File: src/rtl/serial_adder.sv
// rtl/serial_adder.sv - bit-serial LSB-first adder with valid/ready handshake
// Full adder built from two half_adder cells plus an OR; carry is registered between bits.

module half_adder (
  input  logic x,
  input  logic y,
  output logic s,
  output logic c
);
  assign s = x ^ y;
  assign c = x & y;
endmodule

module serial_adder #(
  parameter int WIDTH = 8
) (
  input  logic             clk,
  input  logic             rst,
  input  logic             in_valid,
  output logic             in_ready,
  input  logic [WIDTH-1:0] a,
  input  logic [WIDTH-1:0] b,
  input  logic             cin,
  output logic             out_valid,
  input  logic             out_ready,
  output logic [WIDTH-1:0] sum,
  output logic             carry_out,
  output logic             busy
);
  localparam int CW = (WIDTH > 1) ? $clog2(WIDTH) : 1;
  localparam logic [CW-1:0] LAST = CW'(WIDTH - 1);

  typedef enum logic [1:0] {IDLE, RUN, DONE} state_t;

  state_t           state, state_next;
  logic [WIDTH-1:0] a_sr, b_sr;
  logic             carry;
  logic [CW-1:0]    cnt;
  logic             s1, c1, bit_sum, c2, fa_carry;
  logic             last_bit;

  half_adder u_ha0 (.x(a_sr[0]), .y(b_sr[0]), .s(s1),      .c(c1));
  half_adder u_ha1 (.x(s1),      .y(carry),   .s(bit_sum), .c(c2));

  assign fa_carry = c1 | c2;
  assign last_bit = (cnt == LAST);
  assign in_ready = (state == IDLE);
  assign busy     = (state != IDLE);

  always_ff @(posedge clk) begin
    if (rst) state <= IDLE;
    else     state <= state_next;
  end

  always_comb begin
    state_next = state;
    case (state)
      IDLE:    if (in_valid)  state_next = RUN;
      RUN:     if (last_bit)  state_next = DONE;
      DONE:    if (out_ready) state_next = IDLE;
      default: state_next = IDLE;
    endcase
  end

  // Counter holds at LAST on the final bit so it never wraps for power-of-two widths.
  always_ff @(posedge clk) begin
    if (rst) begin
      a_sr      <= '0;
      b_sr      <= '0;
      carry     <= 1'b0;
      cnt       <= '0;
      sum       <= '0;
      carry_out <= 1'b0;
      out_valid <= 1'b0;
    end else begin
      case (state)
        IDLE: begin
          if (in_valid) begin
            a_sr      <= a;
            b_sr      <= b;
            carry     <= cin;
            cnt       <= '0;
            sum       <= '0;
            carry_out <= 1'b0;
          end
        end
        RUN: begin
          a_sr  <= {1'b0, a_sr[WIDTH-1:1]};
          b_sr  <= {1'b0, b_sr[WIDTH-1:1]};
          sum   <= {bit_sum, sum[WIDTH-1:1]};
          carry <= fa_carry;
          if (last_bit) begin
            out_valid <= 1'b1;
            carry_out <= fa_carry;
          end else begin
            cnt <= cnt + 1'b1;
          end
        end
        DONE: begin
          if (out_ready) out_valid <= 1'b0;
        end
        default: ;
      endcase
    end
  end
endmodule

File: config.mk
export PLATFORM = sky130hd
export DESIGN_NAME = serial_adder
export DESIGN_NICKNAME = d
export VERILOG_FILES = /design/src/rtl/serial_adder.sv
export SDC_FILE = /design/constraint.sdc
export NUM_CORES = 1
export LEC_CHECK = 0
export CAP_MARGIN = 5
export CORE_MARGIN = 2
export CORE_UTILIZATION = 45
export DETAILED_ROUTE_END_ITERATION = 12
export PLACE_DENSITY_LB_ADDON = 0.15
export SKIP_LAST_GASP = 1
export SYNTH_ARGS = -nofsm -noshare
export SYNTH_HDL_FRONTEND = slang
export SYNTH_SLANG_ARGS = --single-unit
File: constraint.sdc
create_clock -name clk -period 2.2 [get_ports clk]
set_clock_uncertainty 0.05 [all_clocks]
set_input_delay 0.44 -clock clk [delete_from_list [all_inputs] [get_ports clk]]
set_output_delay 0.44 -clock clk [all_outputs]
set_load 0.01 [all_outputs]
==> flow_summary.toml <==
[status]
status = "finished, final reports clean"

[clocking]
cts_buffers = 5
post_cts_buffers = 0
root_buffer = "clkbuf_4"
clock_latency_ps = 320
numClockSinks = 32
cts_tree = "built"
path_clk_slew_ps = 100
cts.htree.levels = 2
hold_buffers = 0
cts_resized = 0
cts_buffer_depth = 2

[detailed_routing]
wl_um = 2657
drc = 0
routedWlPerCell_um = 11.50
drtPass1Iterations = 4
vias = 1176
antenna_left = 0
routed_via_density = 5.091
drt-initial-drc-count = 47

[synthesis]
synth-seq-area-share = 0.4472
avgSynthCellArea_um2 = 9.303
synth_nets = 179
syn_inst = 154
ys_warn_count = 0
syn_area_um2 = 1433
synth.distinct_cells = 27
synth-seq-cells = 32

[grt]
grt_max_degree = 33
grt_pass1_vias = 1063
grt_pass1_wl_um = 4485
overflow = 0
grt_usage = 0.1642
antenna_found_initial = 0

[timing]
setup_violations = 0
max_freq_mhz = 493.9
fin_setup_tns_ps = 0
slew_violations = 0
fin_crit_sh = 0.9204
timing.slew.headroom = 0.6061
worstMarginPinSlew_ps = 589.6
rsz0062_at_grt = "false"
finalHoldViolations = 0
period_minus_slack_ps = 2025

[final_layout]
final_cell_mix = "dfxtp_1, clkdlybuf4s50_1, nor2_1"
final_util = 0.5984
synthToLayoutAreaGrowth_pct = 27.51
final_cells = 231
final-seq-area_um2 = 640.6
multi_input_area_um2 = 688.2
fill_cells = 303
final_nets = 211
final_layout_size_suffix_gt1_frac = 0.06952
final_cell_area_um2 = 1827
diodes = 0

[worst_hold_path]
min_from = "out_valid"
hp-class = "flip-flop to flip-flop"
hold_end = "out_valid"
holdPathStages = 2

[pwr]
p_total_mw = 1.141
p_leak_nw = 0.6991
cellPowerDensity_nw_per_um2 = 624.9
ir_drop_mv = 0.4095

[worst_setup_path]
crit_type = "flip-flop to primary output"
arrival_ps = 1530
start_kind = "flip-flop"
cp.required_ps = 1710
endpoint_kind = "primary output"
critical_path.cell_chain = "or2_2 > inv_1 > clkdlybuf4s50_1"
r2r_end = "sum[3]"
crit_fanout = 2
rr_startpoint = "state[0]"
slowest_stage = "clkdlybuf4s50_1"
critPathTopFamily = "buffers and inverters"
rrSetupSlack_ps = 590
cp_slowest_stage_delay_ps = 530
reg2regPathDepth = 4
cp_num_buf_inv = 2

[place]
port_buffers = 32
hpwl_um = 1811
gp_congestion = 0.6894
place_inst = 223
placed_cell_area_um2 = 1768

[job]
cap_viol_max_count = 0

[die]
start_util = 0.4693
chipWidth_um = 60.43
ios = 33
die_y_um = 60.43
num_rows = 20
fp.coreArea_um2 = 3053
die_area_um2 = 3651
==> worst register-to-register path, cell delays in order, from the launching register on <==
cell,delay [ps]
dfxtp_1,330
buf_4,370
nor2b_1,560
a22oi_1,140
nor2_1,110
==> state kept, by name (all words and copies together) (netlist names) <==
name	cells
a_sr	8
out_valid	1
carry	1
carry_out	1
sum	8
state	2
cnt	3
b_sr	8
==> cells by family after synthesis <==
logic type	count (synthesis)	synth area share
fa+ha+maj	4	0.04018
buf+inv	19	0.07250
simple gates	46	0.1502
flops	32	0.4472
mux	16	0.1118
compound gates	37	0.1782
==> routing by layer <==
metal	global-route usage	up-vias	wire length [µm]
met5	0	-	0
met4	0.05590	0	15
met3	0.05970	2	153
met2	0.2578	28	1252
met1	0.2106	536	1236
li1	-	610	-
==> power by group <==
group	switching, mW	internal [mW]	leakage, nW
clock	0.183	0.158	0.0326
sequential	0.0165	0.611	0.263
combinational	0.0828	0.0905	0.404
==> Yosys cell counts <==
| cell | count | share of area |
|---|---|---|
| buf_2 | 4 | 0.014 |
| a22oi_1 | 8 | 0.042 |
| o21ai_0 | 3 | 0.010 |
| o21bai_1 | 1 | 0.0052 |
| ha_1 | 3 | 0.026 |
| buf_12 | 1 | 0.014 |
| buf_4 | 1 | 0.0052 |
| clkbuf_1 | 5 | 0.013 |
| a211oi_1 | 15 | 0.079 |
| a21oi_1 | 5 | 0.017 |
| nor2_1 | 26 | 0.068 |
| o21ba_2 | 1 | 0.0070 |
| nand3b_1 | 1 | 0.0052 |
| fa_1 | 1 | 0.014 |
| nor4b_1 | 1 | 0.0061 |
| inv_1 | 7 | 0.018 |
| or2_2 | 1 | 0.0044 |
| dfxtp_1 | 32 | 0.45 |
| nand4bb_1 | 2 | 0.016 |
| mux2i_1 | 16 | 0.11 |
| nor3b_1 | 1 | 0.0052 |
| nor2b_1 | 2 | 0.0087 |
| buf_6 | 1 | 0.0079 |
| nor3_1 | 1 | 0.0035 |
| nand3_1 | 5 | 0.017 |
| nand2_1 | 6 | 0.016 |
| a31oi_1 | 4 | 0.017 |
==> area by class of cell <==
class	count	share of cell area
sequential	32	0.3507
multi-input combinational	103	0.3767
inverter	7	0.01438
timing repair buffer	37	0.1959
clock buffer	8	0.03219
tap	44	0.03014
==> per-stage QoR <==
stage	worst slack, ps	hold WS, ps
floorplan	664.3	403.7
global placement	376.2	406.2
detailed placement	328.2	412.6
CTS	156.0	427.5
global route	85.69	464.9
finish	175.1	426.1
==> how the worst max path moves through the flow <==
stage,from,slack (ps),cells past startpoint,to
detailed placement,in_valid,330,5,b_sr[2]
global placement,in_valid,380,5,b_sr[4]
CTS,state[0],160,3,in_ready
global route,state[0],90,3,in_ready
finish,state[0],180,3,in_ready
floorplan,state[0],660,4,in_ready
Power figures use the tool's default switching activity.
